**config.mk**
```make
export PLATFORM = sky130hd
export DESIGN_NAME = bcd4digit_to_binary_flat
export DESIGN_NICKNAME = d
export VERILOG_FILES = /design/src/rtl/bcd4digit_to_binary_pkg.sv /design/src/rtl/bcd4digit_to_binary_if.sv /design/src/rtl/bcd4digit_to_binary_control.sv /design/src/rtl/bcd4digit_to_binary.sv /design/src/flat_wrapper.sv
export SDC_FILE = /design/constraint.sdc
export NUM_CORES = 1
export LEC_CHECK = 0
export BUFFER_PORTS_ARGS = -buffer_cell sky130_fd_sc_hd__buf_4
export CAP_MARGIN = 40
export CORE_ASPECT_RATIO = 2
export CORE_UTILIZATION = 50
export DETAILED_ROUTE_END_ITERATION = 6
export HOLD_SLACK_MARGIN = 0.05
export PLACE_DENSITY = 0.73
export SLEW_MARGIN = 20
export SYNTH_ARGS = -nofsm -noshare
export SYNTH_HDL_FRONTEND = slang
export SYNTH_SLANG_ARGS = --single-unit
```
**constraint.sdc**
```tcl
create_clock -name clk -period 5.2 [get_ports clk]
set_input_delay 0.52 -clock clk [delete_from_list [all_inputs] [get_ports clk]]
set_output_delay 0.52 -clock clk [all_outputs]
set_load 0.01 [all_outputs]
```
**src/rtl/bcd4digit_to_binary_pkg.sv**
```systemverilog
// ---------------------------------------------------------------------------
// bcd4digit_to_binary_pkg
// Constants shared by the BCD <-> binary converters.
//   - State encodings for the start/done conversion FSMs.
//   - BCD digit width and largest legal digit value.
//   - digit_invalid(): flags a nibble that is not a decimal digit.
// ---------------------------------------------------------------------------
package bcd4digit_to_binary_pkg;

    localparam int STATE_SIZE = 2;
    localparam logic [STATE_SIZE-1:0] ST_IDLE  = 2'd0;
    localparam logic [STATE_SIZE-1:0] ST_ACCUM = 2'd1;
    localparam logic [STATE_SIZE-1:0] ST_DONE  = 2'd2;

    localparam int BCD_DIGIT_W = 4;
    localparam logic [BCD_DIGIT_W-1:0] BCD_MAX_DIGIT = 4'd9;

    typedef enum logic [STATE_SIZE-1:0] {
        S_IDLE  = ST_IDLE,
        S_ACCUM = ST_ACCUM,
        S_DONE  = ST_DONE
    } state_t;

    function automatic logic digit_invalid(input logic [BCD_DIGIT_W-1:0] d);
        return d > BCD_MAX_DIGIT;
    endfunction

endpackage

```
**src/rtl/bcd4digit_to_binary_if.sv**
```systemverilog
// ---------------------------------------------------------------------------
// bcd4digit_to_binary_if
// Start/done handshake bundle for the BCD-to-binary converter.
//   start : conversion request (master -> slave)
//   bcd   : packed BCD operand, most significant digit in the top nibble
//   value : binary result
//   done  : one-cycle result-valid pulse
//   busy  : conversion in progress (through the done cycle)
//   error : invalid digit seen (only when the digit check is built in)
// Modports: master = requester, slave = converter.
// ---------------------------------------------------------------------------
interface bcd4digit_to_binary_if
    import bcd4digit_to_binary_pkg::*;
#(
    parameter int DIGITS    = 4,
    parameter int OUT_WIDTH = 14
);
    logic                          start;
    logic [DIGITS*BCD_DIGIT_W-1:0] bcd;
    logic [OUT_WIDTH-1:0]          value;
    logic                          done;
    logic                          busy;
    logic                          error;

    modport master (
        output start, bcd,
        input  value, done, busy, error
    );

    modport slave (
        input  start, bcd,
        output value, done, busy, error
    );
endinterface

```
**src/rtl/bcd4digit_to_binary_control.sv**
```systemverilog
// ---------------------------------------------------------------------------
// bcd4digit_to_binary_control
// Conversion sequencer: IDLE -> ACCUM (one cycle per digit) -> DONE -> IDLE.
// Ports:
//   clk, rst    : clock, synchronous active-high reset
//   start       : request, only honoured in IDLE
//   bad_digit   : operand holds a non-decimal nibble (tied low when unchecked)
//   last_digit  : the current ACCUM cycle consumes the final digit
//   load        : capture operand / clear datapath (start accepted)
//   accum       : perform one multiply-by-10-and-add step
//   finish      : result valid (drives done)
//   busy        : any state other than IDLE
// ---------------------------------------------------------------------------
module bcd4digit_to_binary_control
    import bcd4digit_to_binary_pkg::*;
(
    input  logic clk,
    input  logic rst,
    input  logic start,
    input  logic bad_digit,
    input  logic last_digit,
    output logic load,
    output logic accum,
    output logic finish,
    output logic busy
);
    state_t state_reg, state_next;

    always_ff @(posedge clk) begin
        if (rst) state_reg <= S_IDLE;
        else     state_reg <= state_next;
    end

    always_comb begin
        state_next = state_reg;
        load       = 1'b0;
        accum      = 1'b0;
        finish     = 1'b0;
        busy       = (state_reg != S_IDLE);
        case (state_reg)
            S_IDLE: begin
                if (start) begin
                    load = 1'b1;
                    // An invalid operand skips accumulation entirely.
                    state_next = bad_digit ? S_DONE : S_ACCUM;
                end
            end
            S_ACCUM: begin
                accum = 1'b1;
                if (last_digit) state_next = S_DONE;
            end
            S_DONE: begin
                finish     = 1'b1;
                state_next = S_IDLE;
            end
            default: state_next = S_IDLE;
        endcase
    end
endmodule

```
**src/rtl/bcd4digit_to_binary.sv**
```systemverilog
// ---------------------------------------------------------------------------
// bcd4digit_to_binary
// Converts a packed BCD number into unsigned binary by Horner's rule,
// acc = acc*10 + digit, most significant digit first, one digit per clock.
// Latency from accepted start to done is DIGITS+1 cycles.
// Ports:
//   clk, rst : clock, synchronous active-high reset
//   bus      : slave side of bcd4digit_to_binary_if (start/bcd in,
//              value/done/busy/error out)
// Build option:
//   BCD4DIGIT_CHECK_EN - reject operands containing a nibble > 9; such a
//   start returns done after one cycle with error=1 and value=0. Without
//   it, error is tied low and all nibbles are accumulated arithmetically.
// ---------------------------------------------------------------------------
module bcd4digit_to_binary
    import bcd4digit_to_binary_pkg::*;
#(
    parameter int DIGITS    = 4,
    parameter int OUT_WIDTH = 14
)(
    input  logic                    clk,
    input  logic                    rst,
    bcd4digit_to_binary_if.slave    bus
);
    localparam int BCD_W = DIGITS * BCD_DIGIT_W;
    localparam int CNT_W = $clog2(DIGITS + 1);

    logic [BCD_W-1:0]       shreg_reg;
    logic [OUT_WIDTH-1:0]   acc_reg;
    logic [OUT_WIDTH-1:0]   acc_next;
    logic [CNT_W-1:0]       cnt_reg;
    logic [BCD_DIGIT_W-1:0] top_nibble;

    logic load, accum, finish, busy;
    logic bad_digit, last_digit;

    assign top_nibble = shreg_reg[BCD_W-1 -: BCD_DIGIT_W];
    assign last_digit = (cnt_reg == CNT_W'(DIGITS - 1));

    // x10 as x8 + x2; wraps modulo 2^OUT_WIDTH for non-decimal nibbles.
    assign acc_next = (acc_reg << 3) + (acc_reg << 1) + OUT_WIDTH'(top_nibble);

    bcd4digit_to_binary_control u_control (
        .clk        (clk),
        .rst        (rst),
        .start      (bus.start),
        .bad_digit  (bad_digit),
        .last_digit (last_digit),
        .load       (load),
        .accum      (accum),
        .finish     (finish),
        .busy       (busy)
    );

    always_ff @(posedge clk) begin
        if (rst) begin
            shreg_reg <= '0;
            acc_reg   <= '0;
            cnt_reg   <= '0;
        end else if (load) begin
            shreg_reg <= bus.bcd;
            acc_reg   <= '0;
            cnt_reg   <= '0;
        end else if (accum) begin
            acc_reg   <= acc_next;
            shreg_reg <= {shreg_reg[BCD_W-BCD_DIGIT_W-1:0], {BCD_DIGIT_W{1'b0}}};
            cnt_reg   <= cnt_reg + 1'b1;
        end
    end

`ifdef BCD4DIGIT_CHECK_EN
    logic [DIGITS-1:0] nibble_bad;
    logic              error_reg;

    for (genvar gi = 0; gi < DIGITS; gi++) begin : g_digit_check
        assign nibble_bad[gi] = digit_invalid(bus.bcd[gi*BCD_DIGIT_W +: BCD_DIGIT_W]);
    end
    assign bad_digit = |nibble_bad;

    // Captured on the accepted start and held with value until the next one.
    always_ff @(posedge clk) begin
        if (rst)       error_reg <= 1'b0;
        else if (load) error_reg <= bad_digit;
    end
    assign bus.error = error_reg;
`else
    assign bad_digit = 1'b0;
    assign bus.error = 1'b0;
`endif

    // The accumulator is cleared on start and untouched after DONE, so it
    // already provides the hold-until-next-start behaviour of value.
    assign bus.value = acc_reg;
    assign bus.done  = finish;
    assign bus.busy  = busy;
endmodule

```
**src/flat_wrapper.sv**
```systemverilog
// flat-port wrapper written by rule: the top's interface ports become plain ports
module bcd4digit_to_binary_flat import bcd4digit_to_binary_pkg::*;
#(
    parameter int DIGITS    = 4,
    parameter int OUT_WIDTH = 14
)
  (clk, rst, bus_start, bus_bcd, bus_value, bus_done, bus_busy, bus_error);
  bcd4digit_to_binary_if #(.DIGITS(DIGITS), .OUT_WIDTH(OUT_WIDTH)) bus_i ();
  input  logic clk;
  input  logic rst;
  input wire logic [$bits(bus_i.start)-1:0] bus_start;
  input wire logic [$bits(bus_i.bcd)-1:0] bus_bcd;
  output wire logic [$bits(bus_i.value)-1:0] bus_value;
  output wire logic [$bits(bus_i.done)-1:0] bus_done;
  output wire logic [$bits(bus_i.busy)-1:0] bus_busy;
  output wire logic [$bits(bus_i.error)-1:0] bus_error;
  assign bus_i.start = bus_start;
  assign bus_i.bcd = bus_bcd;
  assign bus_value = bus_i.value;
  assign bus_done = bus_i.done;
  assign bus_busy = bus_i.busy;
  assign bus_error = bus_i.error;
  bcd4digit_to_binary #(.DIGITS(DIGITS), .OUT_WIDTH(OUT_WIDTH)) u_core (.clk(clk), .rst(rst), .bus(bus_i));
endmodule
```
* Word level (Yosys, flattened, before mapping)
Index checks and enable logic that the tools add are counted.
** Storage, ports and cells
- Register bits :: 35
- Input port bits :: 19
- Output and inout bits :: 17
** Cells by class
- Equality and inequality tests :: 5
- Add/sub/neg operators :: 3
- Reductions and logical operators :: 5
- Multiplexer cells :: 9
** Operators by type and width (count)
- two-way mux 16 bit :: 2
- adder 14 bit :: 1
- adder 14 x 4 -> 14 bit :: 1
- two-way mux 1 bit :: 4
- two-way mux 2 bit :: 2
- one-hot mux 2 bit (2 select lines) :: 1
- nonzero test 2 bit :: 2
- adder 3 x 1 -> 3 bit (second input constant) :: 1
- equality test 3 x 2 -> 1 bit (second input constant) :: 1
- equality test 2 x 1 -> 1 bit (second input constant) :: 1
- equality test 2 bit (second input constant) :: 1
- zero test 2 bit :: 1
- != test 2 x 1 -> 1 bit (second input constant) :: 1
- != test 2 bit (second input constant) :: 1
- AND reduction 2 bit :: 1
- OR reduction 2 bit :: 1

* Longest topological paths before layout
Gate-level depths: netlist of the first run.
- Word-level depth :: 4
- Mapped depth :: 9
- Gate-level depth less buffers :: 9

* Modules after synthesis
A second synthesis of the first run with hierarchy kept.
** Second synthesis, totals
- Cells, all modules :: 240
- Area total of the unflattened synthesis :: 2120.8 µm²
** By module, submodules not included
- bcd4digit_to_binary :: instances 1, cells each 227, area each 2004.4 µm²
- bcd4digit_to_binary_control :: instances 1, cells each 13, area each 116.4 µm²

* Worst setup path before layout of the first run
No wires, ideal clock.
- Kind :: register to register
- From :: register u_core.acc_reg[0], in the netlist u_core.bus.value[0]
- To :: register u_core.acc_reg[12], in the netlist u_core.bus.value[12]
- Arrival :: 2426 ps
- Path buffers :: 0
- Cell stages (with the launch flop) :: 10
- Setup slack :: 2656 ps
- Clock period less this slack :: 2544 ps
- Path through :: dfxtp_1 > inv_1 > fa_1 > inv_1 > fa_1 > a21o_1 > a221oi_2 > o221ai_1 > mux2i_1 > nand2_1
** On the way
- Longest elaborated chain between the ends :: 2
** Ends and longest elaborated chain
- from (decl) :: RTL line bcd4digit_to_binary.sv:29 : logic [OUT_WIDTH-1:0] acc_reg;
- from (signal assigned) :: RTL line bcd4digit_to_binary.sv:65 : acc_reg <= acc_next;
- adder 14 bit :: RTL line bcd4digit_to_binary.sv:41 : assign acc_next = (acc_reg << 3) + (acc_reg << 1) + OUT_WIDTH'(top_nibble);
- adder 14 x 4 -> 14 bit :: RTL line bcd4digit_to_binary.sv:41
Every way passes these cells.
A chain may end at the register's enable or synchronous reset.

* Worst setup path in the final report of the first run
Same ends and word-level chain as after synthesis.

==> run metrics, run 1 <==
remaining antenna violation count=0; placed insts=~310; post-cts resize count=0; Tcrit/Tclk final=0.511; hpwl dp=~3300 um; Setup crit end kind=register; post-synthesis mux area share=0.00490; Reg-to-Reg End=u_core.bus.value[12]; largest area contributor in the netlist=dfxtp_1; Synth Area in XOR/XNOR=0.0343; kind of critical path=register to register; vias in the first global route=between 1.5k and 2k; TritonRoute pass-1 iters=4; FILL cells=384; Post-CTS Setup Bufs=0; WP data arrival=approximately 2.8 ns; Placer Congestion=roughly 0.87; Slew @ Worst Pin=between 0.7 and 0.8 ns; Max-Cap Viols=0; EDFF count, synth=0; top post-synthesis cells by count=nand2_1 (36), dfxtp_1 (35), a21oi_1 (31); Worst Path Required=roughly 5.4 ns; Avg Cell Area, Syn=roughly 8.5 um^2; first-pass GRT wire length=roughly 7300 um; post-synthesis register bit count=35; Clock transition at path regs=approximately 0.070 ns; Ys Warns=0; Die Area=between 4000 and 5000 um^2; WL final=around 4300 um; max FFs per register=16; Port Buf Inserts=34; H-tree depth=2; clock sinks=35; register area share after synthesis=0.343; DR WL/cell=around 14 um; RR Startpoint=u_core.bus.value[0]; PD cells=approximately 240 nW/um^2; Clock Skews=roughly 0.0044 ns; Critical path origin=u_core.bus.value[0]; Vias per Instance=approximately 5.6; Cell Rows=32; initial antenna violation count=0; root buf cell=clkbuf_8; Synth Flop Type=dfxtp_1; outcome=finished clean; Die X=47.2 um; multi-input logic area=~1200 um^2; Final Non-Filler Cells=between 300 and 400; final setup violation count=0; VDD IR max=0.259 mV; total negative slack=0 ns; complex-gate fraction of the synthesized area=0.212; Synth Area in Simple Gates=0.183; Mapped Nets=roughly 290; fin crit period=about 2.7 ns; cts bufs inserted=5; total chip power=roughly 0.56 mW; clk_lat worst skew=roughly 0.29 ns; CP Capture Point=u_core.bus.value[12]; Lkg Pwr=roughly 1.1 nW; crit path launch type=register; nets=~310; critical path, cell by cell=inv_1 -> fa_1 -> inv_1 -> fa_1 -> a21o_1 -> a221oi_2 -> o221ai_1 -> mux2i_1 -> nand2_1; ranking of synthesized cells by area=dfxtp_1 (34%), ha_1 (15%), a21oi_1 (7.6%); R2R depth=9; CP max FO=4; adder-cell share of the synthesized area=0.167; Tot GR Track Use=0.231; Register Area=between 700 and 800 um^2; via count=around 1.8k; share of layout cells above drive strength 1=0.190; Max Freq=about 380 MHz; Hold Crit Class=register to register; Initial Utilization=0.525; CP peak stage delay=0.53 ns; CP max stage cell=fa_1; final hold violation count=0; # DRC=0; die height=between 90 and 100 um; Layout area overhead=17.7%; Core ar.=a little under 4000 um^2; final global-route overflow total=0; Synth top area share=0.343; Async SR Flop Fraction=0; ant diodes=0; CTS tree=done; combinational family with the most area after synthesis=compound AO/OA/AOI/OAI gates; Slew Limit Headroom=0.510; Netlist Area Pre-Place=around 2000 um^2; maximum buffer depth of the clock tree=2; RSZ-0062 raised after global routing=no; top-count cell post-synth=nand2_1; number of DRC markers in iteration 0=36; Mapped Cells=240; synth unique cells=43; pin count of the biggest net entering global routing=28; Reg2Reg Setup Slack=between 2 and 3 ns; Final Max Tran Viols=0; boundary pin count=36; hold buffer count at CTS=0; Hold Slack=about 0.45 ns
==> worst min-delay path by stage <==
stage / end / from / cells after the start / slack, ns
2_1_floorplan: u_core.bus.value[0] / u_core.shreg_reg[12] / 2 / 0.43
3_3_place_gp: u_core.shreg_reg[7] / u_core.shreg_reg[7] / 2 / 0.45
3_5_place_dp: u_core.shreg_reg[12] / u_core.shreg_reg[12] / 2 / 0.45
4_1_cts: u_core.shreg_reg[12] / u_core.shreg_reg[12] / 2 / 0.46
5_1_grt: u_core.bus.value[0] / u_core.shreg_reg[12] / 2 / 0.48
6_report: u_core.shreg_reg[12] / u_core.shreg_reg[12] / 2 / 0.45
==> stage by stage <==
stage	instance area, um^2	worst slack, ns	util
CTS	2400	2.54	0.618
floorplan	2040	2.66	-
global route	2400	2.31	0.618
global placement	2300	2.61	0.592
detailed placement	2310	2.57	0.596
finish	2400	2.54	0.618
==> where the power goes <==
group	switching (mW)	total, mW	internal, mW	leakage (nW)
Clock	0.0964	0.200	0.104	0.0470
Sequential	0.00778	0.287	0.280	0.285
Combinational	0.0447	0.0766	0.0319	0.753
Total	0.149	0.564	0.415	1.09
==> kinds of logic (layout without fill, tap and decap cells) <==
logic type	Yosys count	count (layout)
AOI/OAI and AO/OA	66	66
adders and majority gates	26	26
muxes	1	1
buffers and inverters	24	53
and+or+nand+nor	79	79
other	1	1
xor gates and xnor gates	8	8
DFF	35	35
==> cells in the final DEF, fill, tap and decap left out, drive strengths merged <==
cell type  count
or3            1
clkbuf         6
nor2          13
a21oi         31
buf           37
ha            24
nand2         37
nor3b          2
xor2           2
and2b          1
conb           1
fa             2
o21ai          4
and3           1
a22oi         12
or4            2
o31a           1
a211oi         4
a211o          1
clkinv         1
o221a          1
nand3         12
nand2b         1
a221oi         1
o2111ai        3
o221ai         1
or2            2
o21bai         2
nor2b          1
mux2i          1
a21o           4
dfxtp         35
xnor2          6
nor3           4
nand4          2
a31oi          1
inv            9
==> per-layer routing <==
metal	vias up	share of wire	GRT usage
li1	907	-	-
met1	862	0.39	0.238
met2	32	0.57	0.427
met3	6	0.023	0.0351
met4	0	0.015	0.0881
met5	-	0	0
==> worst max-delay path, delay by kind of cell, from the launching register on <==
| kind | cells | cell delay, ns |
|---|---|---|
| AO/OA/AOI/OAI | 3 | 0.81 |
| adder cells (fa/ha/maj) | 2 | 0.98 |
| buffers and inverters | 2 | 0.15 |
| flip-flops | 1 | 0.38 |
| multiplexers | 1 | 0.18 |
| AND/OR/NAND/NOR | 1 | 0.06 |
==> cell type report <==
type / count / area share
Clock inverter: 1 / 0.00208
Tap cell: 51 / 0.0266
Inverter: 9 / 0.0141
Clock buffer: 6 / 0.0344
Multi-Input combinational cell: 181 / 0.512
Sequential cell: 35 / 0.292
Timing Repair Buffer: 37 / 0.119
Note: power is estimated with default switching activity, not from simulation.
==> run 2: changes to the inputs <==
--- a/config.mk
+++ b/config.mk
@@ -11,7 +11,7 @@
 export CORE_UTILIZATION = 50
 export DETAILED_ROUTE_END_ITERATION = 6
 export HOLD_SLACK_MARGIN = 0.05
-export PLACE_DENSITY = 0.73
+export PLACE_DENSITY = 0.75
 export SLEW_MARGIN = 20
 export SYNTH_ARGS = -nofsm -noshare
 export SYNTH_HDL_FRONTEND = slang
==> constraint.sdc (replaced) <==
create_clock -name clk -period 2.3 [get_ports clk]
set_input_delay 0.23 -clock clk [delete_from_list [all_inputs] [get_ports clk]]
set_output_delay 0.23 -clock clk [all_outputs]
set_load 0.01 [all_outputs]
==> run metrics, run 2 (same netlist as run 1, synthesis figures left out) <==
vias in the first global route=1794 (+3.4%); Max Freq=425 MHz (+13%); placed instance area=2400 um^2 (+3.6%); TritonRoute pass-1 iters=4 (unchanged); DR WL/cell=13.9 um (+2.7%); outcome=finished with violations; final hold violation count=0 (unchanged); Hold Crit Class=input port to register; root buf cell=clkbuf_8; final global-route overflow total=0 (unchanged); commonest cells after routing, fill and taps aside=buf_4 (50), nand2_1 (36), dfxtp_1 (32); nets=327 (+4.1%); final setup violation count=3 (+3); Register Area=707 um^2 (+0.89%); remaining antenna violation count=0 (unchanged); RSZ-0062 raised after global routing=yes; FILL cells=348 (-9.4%); Layout area overhead=24.9%; DP Worst Slack=-0.0591 ns (-2.63 ns); Critical path origin=u_core.shreg_reg[15]; PD cells=501 nW/um^2 (+110%); Clock Power Share=0.345 (-0.010); Final Non-Filler Cells=334 (+4.4%); CP Capture Point=u_core.bus.value[8]; boundary pin count=36 (unchanged); number of DRC markers in iteration 0=34 (-5.6%); clock sinks=35 (unchanged); Max-Cap Viols=0 (unchanged); placed insts=324 (+3.5%); Placer Congestion=0.934 (+7.2%); clk_lat worst skew=0.29 ns (about the same); Worst Path Required=2.53 ns (-2.85 ns); Final Max Tran Viols=0 (unchanged); via count=1850 (+2.4%); Vias per Instance=5.54 (-1.9%); register share of total power=0.508 (about the same); kind of critical path=register to register; WL final=4650 um (+7.2%); setup ws final=-0.0535 ns (-2.59 ns); Tot GR Track Use=0.248 (+0.0174); Reg-to-Reg End=u_core.bus.value[8]; Die Area=4360 um^2 (unchanged); Slew Limit Headroom=0.656 (+0.147); first-pass GRT wire length=7760 um (+6.5%); multi-input logic area=1280 um^2 (+4.4%); fin crit period=2.35 ns (-0.306 ns); violated checks=negative setup slack; Reg2Reg Setup Slack=-0.05 ns (-2.59 ns); Die X=47.2 um (unchanged); Clock transition at path regs=0.08 ns (about the same); crit path launch type=register; hpwl dp=3500 um (+6.3%); share of layout cells above drive strength 1=0.286 (+0.0966); R2R depth=10 (+1); sw frac=0.276 (+0.0118); Clock Skews=0.00633 ns (+0.00190 ns); Sw Pwr=0.352 mW (+140%); Slew @ Worst Pin=0.516 ns (-0.217 ns); pin count of the biggest net entering global routing=27 (-3.6%); CTS tree=done; Cell Rows=32 (unchanged); post-route cell area=2550 um^2 (+6.1%); cts bufs inserted=5 (unchanged); VDD IR max=0.423 mV (+64%); Int Pwr=0.924 mW (+120%); Port Buf Inserts=34 (unchanged); RR Startpoint=u_core.shreg_reg[15]; WP data arrival=2.58 ns (-0.26 ns); Initial Utilization=0.525 (unchanged); # DRC=0 (unchanged); Lkg Pwr=1.15 nW (+5.8%); ant diodes=0 (unchanged); Tcrit/Tclk final=1.02 (+0.512); max FFs per register=16 (unchanged); CP max FO=3 (-1); Comb pwr share=0.147 (+0.011); Core ar.=3880 um^2 (unchanged); initial antenna violation count=0 (unchanged); maximum buffer depth of the clock tree=2 (unchanged); Setup crit end kind=register; die height=92.4 um (unchanged); H-tree depth=2 (unchanged); final core area utilization=0.656 (+0.0380); commonest non-fill, non-tap cell in the layout=buf_4
==> run 2: layer usage <==
metal  vias up  GRT usage  share of wire  wire (um)
li1        932          -              -          -
met1       862      0.247           0.36       1690
met2        42      0.442           0.58       2710
met3        14     0.0390          0.019         89
met4         0      0.145          0.034        159
met5         -          0              0          0
==> run 2: area by class of cell <==
class,instances,share of cell area
tap,51,0.0250
sequential,35,0.277
multi-input combinational,181,0.504
inverter,9,0.0133
clock buffer,6,0.0285
clock inverter,2,0.00491
timing repair buffer,50,0.147
==> run 2: worst min path at each step <==
stage,startpoint,endpoint,slack [ns],depth (start not counted)
floorplan,bus_bcd[0],u_core.shreg_reg[0],0.37,2
global placement,u_core.shreg_reg[12],u_core.bus.value[0],0.43,2
detailed placement,u_core.shreg_reg[12],u_core.bus.value[0],0.44,2
CTS,bus_bcd[2],u_core.shreg_reg[2],0.18,3
global route,bus_bcd[1],u_core.shreg_reg[1],0.19,3
finish,bus_bcd[1],u_core.shreg_reg[1],0.19,3
==> run 2: power groups by stage <==
| stage | clock network (mW) | registers [mW] | logic [mW] |
|---|---|---|---|
| after detailed placement | 0 | 0.662 | 0.181 |
| after global routing | 0.487 | 0.652 | 0.210 |
| after CTS | 0.456 | 0.648 | 0.185 |
| final | 0.440 | 0.649 | 0.188 |
| after global placement | 0 | 0.661 | 0.180 |
| after floorplan | 0 | 0.659 | 0.120 |
==> run 2: metrics by stage <==
step	setup TNS, ns	power (mW)	hold WS, ns
CTS	-0.0489	1.29	0.178
global placement	-0.0319	0.841	0.432
detailed placement	-0.185	0.844	0.439
floorplan	0	0.779	0.366
global route	-0.398	1.35	0.194
finish	-0.101	1.28	0.185
==> run 2: worst max-delay path, cell delays in order (launching register included) <==
cell	delay [ns]
dfxtp_2	0.34
inv_2	0.04
fa_1	0.54
inv_2	0.06
fa_2	0.35
a21o_1	0.19
a221oi_2	0.27
buf_4	0.18
xnor2_2	0.10
nand2_1	0.08
a21oi_2	0.14
==> run 2: timing repair <==
item | in CTS | in global routing
hold buffers | 0 | 0
buffers inserted | 1 | 2
resized for setup | 4 | 7
endpoints found under the setup margin | 6 | 6
pin swaps | 3 | 6
==> run 3: changes to the inputs <==
--- a/config.mk
+++ b/config.mk
@@ -7,11 +7,13 @@
 export LEC_CHECK = 0
 export BUFFER_PORTS_ARGS = -buffer_cell sky130_fd_sc_hd__buf_4
 export CAP_MARGIN = 40
+export CELL_PAD_IN_SITES_DETAIL_PLACEMENT = 0
+export CELL_PAD_IN_SITES_GLOBAL_PLACEMENT = 1
 export CORE_ASPECT_RATIO = 2
-export CORE_UTILIZATION = 50
+export CORE_UTILIZATION = 37
 export DETAILED_ROUTE_END_ITERATION = 6
 export HOLD_SLACK_MARGIN = 0.05
-export PLACE_DENSITY = 0.75
+export PLACE_DENSITY_LB_ADDON = 0.1
 export SLEW_MARGIN = 20
 export SYNTH_ARGS = -nofsm -noshare
 export SYNTH_HDL_FRONTEND = slang
==> run metrics, run 3 (same netlist as run 1, synthesis figures left out) <==
max FFs per register=16 (unchanged); Worst Path Required=2.53 ns (about the same); Hold Startpoint=bus_bcd[0]; multi-input logic area=1260 um^2 (-1.9%); WL final=5000 um (+7.6%); Max Freq=424 MHz (-0.18%); # DRC=0 (unchanged); die height=107 um (+16%); Top delay family on crit path=adder cells; Slew @ Worst Pin=0.791 ns (+0.275 ns); Lkg Pwr=1.18 nW (+2.4%); Cell Rows=37 (+16%); critical path, cell by cell=inv_2 -> fa_1 -> inv_2 -> ha_1 -> a211oi_2 -> o21bai_1 -> a21oi_1 -> buf_4 -> or4_1 -> nand3_1; Crit path buffers/inverters=3 (unchanged); Slew Limit Headroom=0.471 (-0.185); pin count of the biggest net entering global routing=24 (-11%); boundary pin count=36 (unchanged); Hold Crit Depth=3 (unchanged); remaining antenna violation count=0 (unchanged); Clock transition at path regs=0.08 ns (about the same); ant diodes=0 (unchanged); hpwl dp=3880 um (+11%); Core ar.=5230 um^2 (+35%); VDD IR max=0.425 mV (+0.30%); vias in the first global route=1805 (+0.61%); setup ws final=-0.0577 ns (-0.00423 ns); Tot GR Track Use=0.192 (-0.0564); Final Max Tran Viols=0 (unchanged); Setup crit end kind=register; Hold Slack=0.189 ns (+0.00331 ns); WP data arrival=2.59 ns (about the same); Register Area=707 um^2 (unchanged); H-tree depth=2 (unchanged); CP max stage cell=fa_1; Initial Utilization=0.390 (-0.135); RSZ-0062 raised after global routing=yes; Layout area overhead=26.2%; Max-Cap Viols=0 (unchanged); PD cells=499 nW/um^2 (-0.33%); Port Buf Inserts=34 (unchanged); Tcrit/Tclk final=1.03 (+0.00184); Vias per Instance=5.30 (-4.3%); total negative slack=-0.0965 ns (+0.00431 ns); final global-route overflow total=0 (unchanged); commonest non-fill, non-tap cell in the layout=buf_4; via count=1834 (-0.86%); R2R depth=10 (unchanged); Die Area=5830 um^2 (+34%); nets=332 (+1.5%); CP most frequent cell=inv_2; root buf cell=clkbuf_8; TritonRoute pass-1 iters=4 (unchanged); first-pass GRT wire length=8140 um (+5.0%); violated checks=negative setup slack; clock sinks=35 (unchanged); outcome=finished with violations; Levels on crit path=10 (unchanged); cts bufs inserted=5 (unchanged); RR Startpoint=u_core.shreg_reg[15]; final core area utilization=0.492 (-0.164); clk_lat worst skew=0.28 ns (about the same); FILL cells=553 (+59%); crit path launch type=register; Clock Skews=0.00181 ns (-0.00452 ns); final hold violation count=0 (unchanged); DR WL/cell=14.5 um (+3.8%); kind of critical path=register to register; CP peak stage delay=0.54 ns (about the same); CP max FO=3 (unchanged); share of layout cells above drive strength 1=0.288 (+0.00198); Placer Congestion=0.812 (-13%); Critical path origin=u_core.shreg_reg[15]; maximum buffer depth of the clock tree=2 (unchanged); CTS tree=done; commonest cells after routing, fill and taps aside=buf_4 (55), nand2_1 (36), dfxtp_1 (32); initial antenna violation count=0 (unchanged); number of DRC markers in iteration 0=33 (-2.9%); DP Worst Slack=-0.0698 ns (-0.0107 ns); fin crit period=2.36 ns (+0.00423 ns); final setup violation count=4 (+1); Hold Crit Class=input port to register; Die X=54.5 um (+16%)
## run 3: cell types whose count changed in the layout (fill, tap and decap cells not counted), moves of 2 or more
cell     before  now
a21oi_1      29   31
a21oi_2       2    0
buf_4        50   55
ha_1         22   24
## run 3: through the flow
step,cells,instance area [um^2],total power [mW]
after floorplan,240,2050,0.779
after global placement,334,2430,0.849
after detailed placement,334,2430,0.850
after CTS,344,2550,1.31
after global routing,346,2570,1.35
final,346,2570,1.28
## run 3: final timing paths
kind	end	slack, ns
setup reg to reg	u_core.bus.value[13]	-0.06
hold reg to reg	u_core.shreg_reg[12]	0.46
hold / removal	u_core.shreg_reg[0]	0.19
setup / recovery	u_core.bus.value[13]	-0.06
## run 3: area by class of cell
cell class	count	share of cell area
Inverter	9	0.0131
Multi-Input combinational cell	181	0.489
Clock buffer	5	0.0267
Clock inverter	3	0.00777
Sequential cell	35	0.275
Tap cell	58	0.0282
Timing Repair Buffer	55	0.160
## run 3: routing by layer
layer | global-route usage | vias to the layer above | routed length (um)
met3 | 0.0298 | 4 | 89
met2 | 0.356 | 30 | 2890
met1 | 0.198 | 854 | 1960
met4 | 0.0733 | 0 | 57
li1 | - | 946 | -
met5 | 0 | - | 0
## run 3: worst register-to-register path, cell delays in order (launching register included)
cell and delay (ns):
dfxtp_2 0.34, inv_2 0.04, fa_1 0.54, inv_2 0.05
ha_1 0.30, a211oi_2 0.09, o21bai_1 0.13, a21oi_1 0.08
buf_4 0.15, or4_1 0.52, nand3_1 0.08
## run 3: repair_timing
action | 4_1_cts | 5_1_grt
pin swaps | 2 | 0
resized for setup | 5 | 2
setup endpoints to repair | 7 | 6
buffers inserted | 2 | 2
hold buffers | 0 | 0
## run 3: power breakdown
| group | internal [mW] | switching [mW] |
|---|---|---|
| sequential | 0.631 | 0.0164 |
| clock | 0.211 | 0.237 |
| combinational | 0.0822 | 0.108 |
